**config.mk**
```make
export PLATFORM = sky130hd
export DESIGN_NAME = v9_peak_finder
export DESIGN_NICKNAME = d
export VERILOG_FILES = /design/src/rtl/v9_parameter.sv /design/src/rtl/v9_event_fifo.sv /design/src/rtl/v9_peak_finder.sv
export SDC_FILE = /design/constraint.sdc
export NUM_CORES = 1
export LEC_CHECK = 0
export CAP_MARGIN = 30
export CORE_ASPECT_RATIO = 0.75
export CORE_MARGIN = 2
export CORE_UTILIZATION = 55
export DETAILED_ROUTE_END_ITERATION = 7
export GPL_TIMING_DRIVEN = 1
export PLACE_DENSITY_LB_ADDON = 0.15
export SETUP_SLACK_MARGIN = 0.5
export SLEW_MARGIN = 0
export SYNTH_ARGS = -nofsm -noshare
export SYNTH_HDL_FRONTEND = slang
export SYNTH_SLANG_ARGS = --single-unit
export TNS_END_PERCENT = 30
```
**constraint.sdc**
```tcl
create_clock -name clk -period 2.8 [get_ports clk]
set_clock_uncertainty 0.2 [all_clocks]
set_input_delay 0.42 -clock clk [delete_from_list [all_inputs] [get_ports clk]]
set_output_delay 0.42 -clock clk [all_outputs]
set_load 0.01 [all_outputs]
```
**src/rtl/v9_parameter.sv**
```systemverilog
// Shared parameters and types for the v9 shaping chain.
// Holds the peak-finder defaults, the event record and the FSM state type.
package v9_parameter;

  localparam int unsigned SIZE_ADC_DATA    = 16;
  localparam int unsigned V9_TS_W          = 32;
  localparam int unsigned V9_PK_THRESHOLD  = 100;
  localparam int unsigned V9_PK_HYST       = 8;
  localparam int unsigned V9_PK_DEAD_TIME  = 16;
  localparam int unsigned V9_PK_FIFO_DEPTH = 4;

  typedef struct packed {
    logic [SIZE_ADC_DATA-1:0] amplitude;
    logic [V9_TS_W-1:0]       timestamp;
  } v9_pk_event_t;

  typedef enum logic [1:0] {
    PK_IDLE,
    PK_ARMED,
    PK_DEAD
  } v9_pk_state_t;

  // Release level, clamped at zero so a large hysteresis cannot underflow.
  function automatic int unsigned v9_pk_release(input int unsigned thr, input int unsigned hyst);
    return (thr > hyst) ? (thr - hyst) : 0;
  endfunction

endpackage

```
**src/rtl/v9_event_fifo.sv**
```systemverilog
// First-word-fall-through event FIFO; pointers carry one extra wrap bit
// so full and empty are distinguishable without a separate counter.
module v9_event_fifo
  import v9_parameter::*;
#(
  parameter int unsigned DEPTH = V9_PK_FIFO_DEPTH,
  parameter type         T     = v9_pk_event_t
) (
  input  logic clk,
  input  logic reset,
  input  logic push,
  input  T     wdata,
  input  logic pop,
  output T     rdata,
  output logic full,
  output logic empty
);

  localparam int unsigned AW = $clog2(DEPTH);
  localparam int unsigned PW = AW + 1;

  T              mem_q [DEPTH];
  T              mem_d [DEPTH];
  logic [PW-1:0] wptr_q, wptr_d;
  logic [PW-1:0] rptr_q, rptr_d;
  logic          do_pop;

  assign empty  = (wptr_q == rptr_q);
  assign full   = (wptr_q[AW] != rptr_q[AW]) && (wptr_q[AW-1:0] == rptr_q[AW-1:0]);
  assign do_pop = pop && !empty;
  assign rdata  = mem_q[rptr_q[AW-1:0]];

  // The parent only pushes when full if it pops in the same cycle, so the
  // write then lands in the slot being vacated.
  always_comb begin
    mem_d  = mem_q;
    wptr_d = wptr_q;
    rptr_d = rptr_q;
    if (push) begin
      mem_d[wptr_q[AW-1:0]] = wdata;
      wptr_d                = wptr_q + PW'(1);
    end
    if (do_pop) begin
      rptr_d = rptr_q + PW'(1);
    end
  end

  always_ff @(posedge clk or negedge reset) begin
    if (!reset) begin
      wptr_q <= '0;
      rptr_q <= '0;
      mem_q  <= '{default: '0};
    end else begin
      wptr_q <= wptr_d;
      rptr_q <= rptr_d;
      mem_q  <= mem_d;
    end
  end

endmodule

```
**src/rtl/v9_peak_finder.sv**
```systemverilog
// Threshold/hysteresis pulse detector on the shaped v9 stream; records each
// pulse's peak amplitude and timestamp and queues it for readout.
module v9_peak_finder
  import v9_parameter::*;
#(
  parameter int unsigned DATA_W     = SIZE_ADC_DATA,
  parameter int unsigned TS_W       = V9_TS_W,
  parameter int unsigned THRESHOLD  = V9_PK_THRESHOLD,
  parameter int unsigned HYST       = V9_PK_HYST,
  parameter int unsigned DEAD_TIME  = V9_PK_DEAD_TIME,
  parameter int unsigned FIFO_DEPTH = V9_PK_FIFO_DEPTH
) (
  input  logic              clk,
  input  logic              reset,
  input  logic [DATA_W-1:0] input_data,
  output logic              out_valid,
  input  logic              out_ready,
  output logic [DATA_W-1:0] out_amplitude,
  output logic [TS_W-1:0]   out_timestamp,
  output logic              overflow,
  output logic [15:0]       drop_count,
  output logic [15:0]       event_count
);

  localparam int unsigned       Release = v9_pk_release(THRESHOLD, HYST);
  localparam logic [DATA_W-1:0] ThrV    = DATA_W'(THRESHOLD);
  localparam logic [DATA_W-1:0] RelV    = DATA_W'(Release);
  localparam int unsigned       DcntW   = (DEAD_TIME > 0) ? $clog2(DEAD_TIME + 1) : 1;

  typedef struct packed {
    logic [DATA_W-1:0] amplitude;
    logic [TS_W-1:0]   timestamp;
  } pk_event_t;

  v9_pk_state_t      state_q, state_d;
  logic [TS_W-1:0]   ts_cnt_q, ts_cnt_d;
  logic [DATA_W-1:0] x_q, x_d;
  logic [TS_W-1:0]   xts_q, xts_d;
  logic [DATA_W-1:0] pk_q, pk_d;
  logic [TS_W-1:0]   pk_ts_q, pk_ts_d;
  logic [DcntW-1:0]  dcnt_q, dcnt_d;
  logic              overflow_q, overflow_d;
  logic [15:0]       drop_q, drop_d;
  logic [15:0]       evcnt_q, evcnt_d;

  logic      push_req, fifo_push, fifo_pop, fifo_full, fifo_empty;
  pk_event_t fifo_wdata, fifo_rdata;

  // State register.
  always_ff @(posedge clk or negedge reset) begin
    if (!reset) begin
      state_q <= PK_IDLE;
    end else begin
      state_q <= state_d;
    end
  end

  // Next-state logic.
  always_comb begin
    state_d = state_q;
    unique case (state_q)
      PK_IDLE: begin
        if (x_q >= ThrV) state_d = PK_ARMED;
      end
      PK_ARMED: begin
        if (x_q < RelV) state_d = (DEAD_TIME == 0) ? PK_IDLE : PK_DEAD;
      end
      PK_DEAD: begin
        if ((dcnt_q == '0) && (x_q < ThrV)) state_d = PK_IDLE;
      end
      default: state_d = PK_IDLE;
    endcase
  end

  // FSM outputs: peak tracking, dead-time counter and event push request.
  always_comb begin
    pk_d     = pk_q;
    pk_ts_d  = pk_ts_q;
    dcnt_d   = dcnt_q;
    push_req = 1'b0;
    unique case (state_q)
      PK_IDLE: begin
        if (x_q >= ThrV) begin
          pk_d    = x_q;
          pk_ts_d = xts_q;
        end
      end
      PK_ARMED: begin
        if (x_q > pk_q) begin
          pk_d    = x_q;
          pk_ts_d = xts_q;
        end
        if (x_q < RelV) begin
          push_req = 1'b1;
          dcnt_d   = DcntW'(DEAD_TIME);
        end
      end
      PK_DEAD: begin
        if (dcnt_q != '0) dcnt_d = dcnt_q - DcntW'(1);
      end
      default: ;
    endcase
  end

  assign fifo_pop   = out_valid && out_ready;
  assign fifo_push  = push_req && (!fifo_full || fifo_pop);
  assign fifo_wdata = '{amplitude: pk_q, timestamp: pk_ts_q};

  always_comb begin
    ts_cnt_d   = ts_cnt_q + TS_W'(1);
    x_d        = input_data;
    xts_d      = ts_cnt_q;
    overflow_d = overflow_q;
    drop_d     = drop_q;
    evcnt_d    = evcnt_q;
    if (push_req) begin
      evcnt_d = evcnt_q + 16'd1;
      if (!fifo_push) begin
        overflow_d = 1'b1;
        if (drop_q != 16'hFFFF) drop_d = drop_q + 16'd1;
      end
    end
  end

  always_ff @(posedge clk or negedge reset) begin
    if (!reset) begin
      ts_cnt_q   <= '0;
      x_q        <= '0;
      xts_q      <= '0;
      pk_q       <= '0;
      pk_ts_q    <= '0;
      dcnt_q     <= '0;
      overflow_q <= 1'b0;
      drop_q     <= '0;
      evcnt_q    <= '0;
    end else begin
      ts_cnt_q   <= ts_cnt_d;
      x_q        <= x_d;
      xts_q      <= xts_d;
      pk_q       <= pk_d;
      pk_ts_q    <= pk_ts_d;
      dcnt_q     <= dcnt_d;
      overflow_q <= overflow_d;
      drop_q     <= drop_d;
      evcnt_q    <= evcnt_d;
    end
  end

  v9_event_fifo #(
    .DEPTH(FIFO_DEPTH),
    .T    (pk_event_t)
  ) u_fifo (
    .clk  (clk),
    .reset(reset),
    .push (fifo_push),
    .wdata(fifo_wdata),
    .pop  (fifo_pop),
    .rdata(fifo_rdata),
    .full (fifo_full),
    .empty(fifo_empty)
  );

  assign out_valid     = !fifo_empty;
  assign out_amplitude = fifo_rdata.amplitude;
  assign out_timestamp = fifo_rdata.timestamp;
  assign overflow      = overflow_q;
  assign drop_count    = drop_q;
  assign event_count   = evcnt_q;

endmodule

```
[Yosys cells after proc, flatten, opt, wreduce, memory -nomap -nowiden]
Cells that the tools add are included.
Operators by class
  $add $sub $neg: 6
  order comparisons: 7
  eq/ne operators: 11
  multiplexer cells: 21
  bitwise gates (word level): 3
  reductions and logical operators: 19
Operators with widths (number)
  192-bit bitwise mux: 1
  48-bit 2-to-1 mux: 3
  48-bit binary-select mux with 2-bit select: 1
  48-bit demux with 2-bit select: 1
  32-bit 2-to-1 mux: 2
  32-bit case mux with 2 select lines: 1
  16-bit by 1-bit adder with 16-bit output (second input constant): 2
  32-bit by 1-bit adder with 32-bit output (second input constant): 1
  16-bit by 7-bit < comparator with 1-bit output (second input constant): 2
  16-bit 2-to-1 mux: 2
  16-bit case mux with 2 select lines: 1
  16-bit by 7-bit >= comparator with 1-bit output (second input constant): 1
  16-bit greater-than comparator: 1
  16-bit inequality test (second input constant): 1
  3-bit AND reduction: 4
  5-bit 2-to-1 mux: 2
  2-bit inequality test (second input constant): 5
  5-bit case mux with 2 select lines: 1
  3-bit by 1-bit adder with 3-bit output (second input constant): 2
  3-bit >= comparator (second input constant): 2
  1-bit logical AND: 6
  2-bit 2-to-1 mux: 3
  2-bit inverter with 3-bit output: 2
  2-bit case mux with 3 select lines: 1
  other kinds (16): 19
Storage, ports and cells
  flip-flop bits (word level): 366
  output and inout bits: 82
  word-level logic and storage cells: 87

[Logic depth before layout (Yosys ltp)]
  word-level depth: 7
  gate-level depth with buffers: 9
  gate-level depth less buffers: 7

[By module]
From an unflattened synthesis, not the netlist that was laid out.
Unflattened totals
  cell total of the unflattened synthesis: 1000
  area, all modules: 15591.2 sq um
By module, submodules not included
  v9_event_fifo: instances 1, cells each 507, area an instance 8999.9 sq um, sequential area each 4954.8 sq um
  v9_peak_finder: instances 1, cells each 493, area an instance 6591.3 sq um, sequential area each 4204.0 sq um

[Worst setup path after synthesis]
No wires, ideal clock.
  path type: register to register
  start: register pk_q[13]
  end: register pk_q[0]
  setup time: 0.104 ns
  arrival: 2.308 ns
  required time: 2.496 ns
  setup slack: 0.188 ns
  stages on the path, launching flop included: 10
  path buffers: 2
  period minus slack after synthesis: 2.612 ns
  cells stage by stage: dfrtp_1 > inv_1 > ha_1 > a21o_1 > a21o_1 > a221o_1 > or3_1 > clkbuf_2 > buf_2 > o311ai_1
Between the ends
  word-level cells in the longest chain between the ends: 3
RTL lines
  start: declaration: RTL line v9_peak_finder.sv:39  | logic [DATA_W-1:0] pk_q, pk_d;
  start signal: assignment: RTL line v9_peak_finder.sv:140  | pk_q <= pk_d;
  16-bit greater-than comparator: RTL line v9_peak_finder.sv:89  | if (x_q > pk_q) begin
  2-bit inequality test (no line)
  3-bit AND reduction (no line)
No other way between the ends.
A chain may end at the register's enable or synchronous reset.

[Worst setup path in the final report]
  start: register pk_q[15]
  end: register pk_ts_q[22]
Between the ends
  word-level cells in the longest chain between the ends: 3
RTL lines
  16-bit greater-than comparator: RTL line v9_peak_finder.sv:89
  2-bit inequality test (no line)
  3-bit AND reduction (no line)
  end signal: assignment: RTL line v9_peak_finder.sv:141  | pk_ts_q <= pk_ts_d;
  end: declaration: RTL line v9_peak_finder.sv:40  | logic [TS_W-1:0] pk_ts_q, pk_ts_d;
No other way between the ends.

==> impl_metrics.sql <==
INSERT INTO impl_metrics (metric_group, metric, value, unit) VALUES
('worst_setup_path', 'startpoint_type', 'flip-flop', ''),
('route', 'ant_nets', '0', ''),
('yosys', 'netlist-cell-type-count', '50', ''),
('floorplan', 'total_i_o_pin_count', '101', ''),
('place', 'hpwlAfterDp', '22240', 'um'),
('yosys', 'yosysTopAreaCell', 'sky130_fd_sc_hd__dfrtp_1', ''),
('status', 'violated_checks', 'setup timing', ''),
('layout', 'final_layout_size_suffix_gt1_share', '47.64', '%'),
('route', 'wl_per_cell', '28.92', 'um'),
('pwr', 'share_of_total_power_in_sequential_cells', '35.4', '%'),
('sta', 'final_hold_viol_count', '0', ''),
('pwr', 'net_switching_share_of_the_total_power', '33.11', '%'),
('yosys', 'yosysTopAreaCellShare', '56.34', '%'),
('sta', 'maxSlewViolCount', '0', ''),
('layout', 'syn2layout_area_growth', '41.67', '%'),
('route', 'drt_first_pass_iters', '5', ''),
('grt', 'grt_first_pass_wirelength', '67070', 'um'),
('route', 'avgViaCountPerCell', '6.613', ''),
('floorplan', 'area_enclosed_by_the_die_boundary', '0.03096', 'mm^2'),
('worst_setup_path', 'cp.arrival', '3110', 'ps'),
('place', 'placed_cells', '1637', ''),
('pwr', 'power_per_cell_area', '713.2', 'mW/mm^2'),
('yosys', 'netlist_area', '0.01626', 'mm^2'),
('yosys', 'synth_warnings', '0', ''),
('layout', 'stdcell_count', '1792', ''),
('cts', 'cts.path.max_buffers', '3', ''),
('route', 'first_iter_violations', '1165', ''),
('worst_setup_path', 'cp_max_fo', '6', ''),
('grt', 'grt_start_max_net_pins', '77', ''),
('sta', 'max_clock_freq', '0.3456', 'GHz'),
('sta', 'worst-slew-pin-transition', '556.1', 'ps'),
('yosys', 'mappedNetlistNets', '1211', ''),
('route', 'post-route-drc-count', '0', ''),
('grt', 'grt_antenna_before_repair', '0', ''),
('sta', 'postLayoutSetupSlackWorst', '-93.74', 'ps'),
('yosys', 'cell_types_with_the_largest_area_share_after_synthesis', 'sky130_fd_sc_hd__dfrtp_1, sky130_fd_sc_hd__mux2_2, sky130_fd_sc_hd__mux4_2', ''),
('grt', 'globalRoute.totalOverflow', '0', ''),
('layout', 'final_core_utilization', '79.27', '%'),
('cts', 'clockRootBuffer', 'sky130_fd_sc_hd__clkbuf_16', ''),
('place', 'buffer_ports.inserted', '100', ''),
('grt', 'grtUsageTotal', '27.76', '%'),
('place', 'gp_weighted_congestion', '0.7996', ''),
('worst_setup_path', 'category_of_the_worst_setup_path_capture_point', 'flip-flop', ''),
('floorplan', 'dieWidth', '202.5', 'um'),
('route', 'totalWireLength', '51830', 'um'),
('cts', 'clk_latency_worst_skew_pair', '540', 'ps'),
('layout', 'antenna-diode-count', '0', ''),
('grt', 'met2_usage', '42.32', '%'),
('sta', 'setup_violations', '88', ''),
('pwr', 'power.clock.fraction', '31.0', '%'),
('sta', 'max-slew-margin-rel', '62.93', '%'),
('status', 'run_status', 'finished, violations left', ''),
('cts', 'clock_tree_from_tritoncts', 'built', ''),
('yosys', 'synthesis.instances', '1166', ''),
('pwr', 'comb_power_share', '33.5', '%'),
('pwr', 'p_switching', '5.439', 'mW'),
('grt', 'grt_pass1_vias', '11610', ''),
('cts', 'numClockSinks', '366', ''),
('sta', 'grt_setup_unrepaired', 'true', ''),
('pwr', 'ir_worst_vdd', '494.3', 'uV'),
('sta', 'timing.hold.ws', '123.0', 'ps'),
('floorplan', 'rows', '54', ''),
('pwr', 'power.internal', '10.99', 'mW'),
('grt', 'groute.layer.met1.usage', '39.75', '%'),
('grt', 'grt_busiest_layer', 'met2', ''),
('route', 'num_vias', '11850', ''),
('cts', 'cts_buf_count', '37', ''),
('flow_run', 'number_of_maximum_capacitance_violations', '0', ''),
('worst_setup_path', 'path_class', 'flip-flop to flip-flop', ''),
('layout', 'fin_nets', '1420', ''),
('floorplan', 'core-area', '0.02905', 'mm^2'),
('worst_setup_path', 'required', '3020', 'ps'),
('floorplan', 'chip_height', '152.9', 'um'),
('yosys', 'postSynthAreaPerCell', '13.94', 'um^2'),
('cts', 'cts.reportedPaths.clkPinSlew', '70', 'ps'),
('floorplan', 'initial_cell_density_of_the_core', '55.95', '%'),
('pwr', 'p_leak', '10.10', 'nW'),
('worst_hold_path', 'hold_class', 'primary input to flip-flop', ''),
('grt', 'global_route.usage.met3', '5.501', '%'),
('sta', 'post-route-period-util', '103.3', '%'),
('sta', 'min_period', '2894', 'ps'),
('yosys', 'yosysSeqAreaShare', '56.34', '%'),
('yosys', 'ys_seq_elements', '366', ''),
('cts', 'htree_num_levels', '2', '');
power by group through the flow:
stage,Combinational [mW],Clock [mW],Sequential (mW)
after global placement,2.47,0,5.87
after floorplan,1.56,0,5.79
after CTS,4.31,5.09,5.74
final,5.51,5.10,5.82
after global routing,5.66,5.34,5.83
after detailed placement,2.51,0,5.87
flip-flops by register name, summed over array words and instances, names as in the netlist:
register and count:
u_fifo.mem_q 192, pk_ts_q 32, ts_cnt_q 32, xts_q 32, drop_count 16, event_count 16
pk_q 16, x_q 16, dcnt_q 5, u_fifo.rptr_q 3, u_fifo.wptr_q 3, state_q 2
overflow 1
layer usage:
| metal | wire length [um] | up-vias |
|---|---|---|
| li1 | - | 4828 |
| met5 | 0 | - |
| met2 | 24150 | 595 |
| met4 | 2592 | 0 |
| met1 | 21160 | 6222 |
| met3 | 3930 | 205 |
layout make-up:
class | instances | area [um^2]
clock buffers | 54 | 1122
flip-flops and latches | 366 | 9179
inverters | 61 | 231.5
multi-input cells | 671 | 8885
well taps | 392 | 490.5
repair buffers | 238 | 3014
fillers | 1412 | 6023
clock inverters | 10 | 107.6
layout by cell type (no fill, tap or decap), drive strengths merged, types with 2 or more instances in the layout:
cell,count
a2111oi,2
a21o,4
a21oi,5
a22oi,48
a31o,2
a31oi,2
and2,7
and3,12
and4,3
buf,180
bufinv,2
clkbuf,61
clkdlybuf4s50,50
clkinv,6
dfrtp,366
ha,26
inv,63
mux2,197
mux4,48
nand2,24
nand2b,7
nand3,37
nand3b,2
nand4,19
nor2,20
nor2b,2
nor3,9
nor4,7
o2111ai,2
o211ai,3
o21ai,5
o311ai,94
or3,9
xnor2,51
xor2,17
synthesized netlist by cell type (all sizes together):
cell       n
mux2     197
o311ai    94
nor3       9
nand3b     2
a21o       4
o211ai     3
xnor2     51
nor4       7
xor2      17
a2111oi    2
nand2b     7
ha        26
buf       32
a221o      1
and3      12
inv       61
mux4      48
nand4     19
a22oi     48
and4       3
a31oi      2
and2       7
o21ai      5
nor2      20
dfrtp    366
mux2i      1
o2111ai    2
nor2b      2
or3b       1
nand4b     1
nor3b      1
or3        2
nand3     37
a31o       2
nand2     24
clkbuf    43
or4        1
a2bb2oi    1
a21oi      5
cell families after synthesis:
kind of cell,synth area share [%]
multiplexers,20.36
AO/OA/AOI/OAI,8.652
adder cells (fa/ha/maj),2.001
AND/OR/NAND/NOR,5.234
XOR/XNOR,3.664
flip-flops,56.34
buffers and inverters,3.748
path summary, 6_finish.rpt:
check	cells after the start	slack, ps	endpoint	start
max in group asynchronous	3	1400	ts_cnt_q[8]	reset
setup / recovery	8	-90	pk_ts_q[22]	pk_q[15]
setup reg to reg	8	-90	pk_ts_q[22]	pk_q[15]
hold / removal	1	120	x_q[15]	input_data[15]
min in group asynchronous	2	200	drop_count[11]	reset
hold reg to reg	0	200	xts_q[21]	ts_cnt_q[21]
per-stage QoR:
stage / TNS, ps / instance area [um^2] / power [mW] / setup WS, ps
after floorplan: 0 / 16290 / 7.351 / 240.2
after global placement: 0 / 18110 / 8.334 / 85.11
after detailed placement: -10.54 / 18110 / 8.379 / -10.54
after CTS: 0 / 20690 / 15.14 / 29.63
after global routing: -2000 / 23030 / 16.83 / -78.76
final: -2168 / 23030 / 16.43 / -93.74
what timing repair did:
action / 4_1_cts / 5_1_grt
hold buffers: 1 / 0
pin swaps: 26 / 67
endpoints found under the setup margin: 296 / 324
endpoints found under the hold margin: 44 / 0
resized for setup: 379 / 417
buffers inserted: 39 / 20
cloned: 23 / 8
worst max-delay path, stage by stage (launching register included):
cell,delay (ps)
sky130_fd_sc_hd__dfrtp_1,400
sky130_fd_sc_hd__inv_1,190
sky130_fd_sc_hd__ha_4,240
sky130_fd_sc_hd__nand4_1,140
sky130_fd_sc_hd__nor2_1,90
sky130_fd_sc_hd__a221o_2,500
sky130_fd_sc_hd__buf_6,170
sky130_fd_sc_hd__or3_4,480
sky130_fd_sc_hd__o311ai_2,350
(Power assumes the default switching activity.)
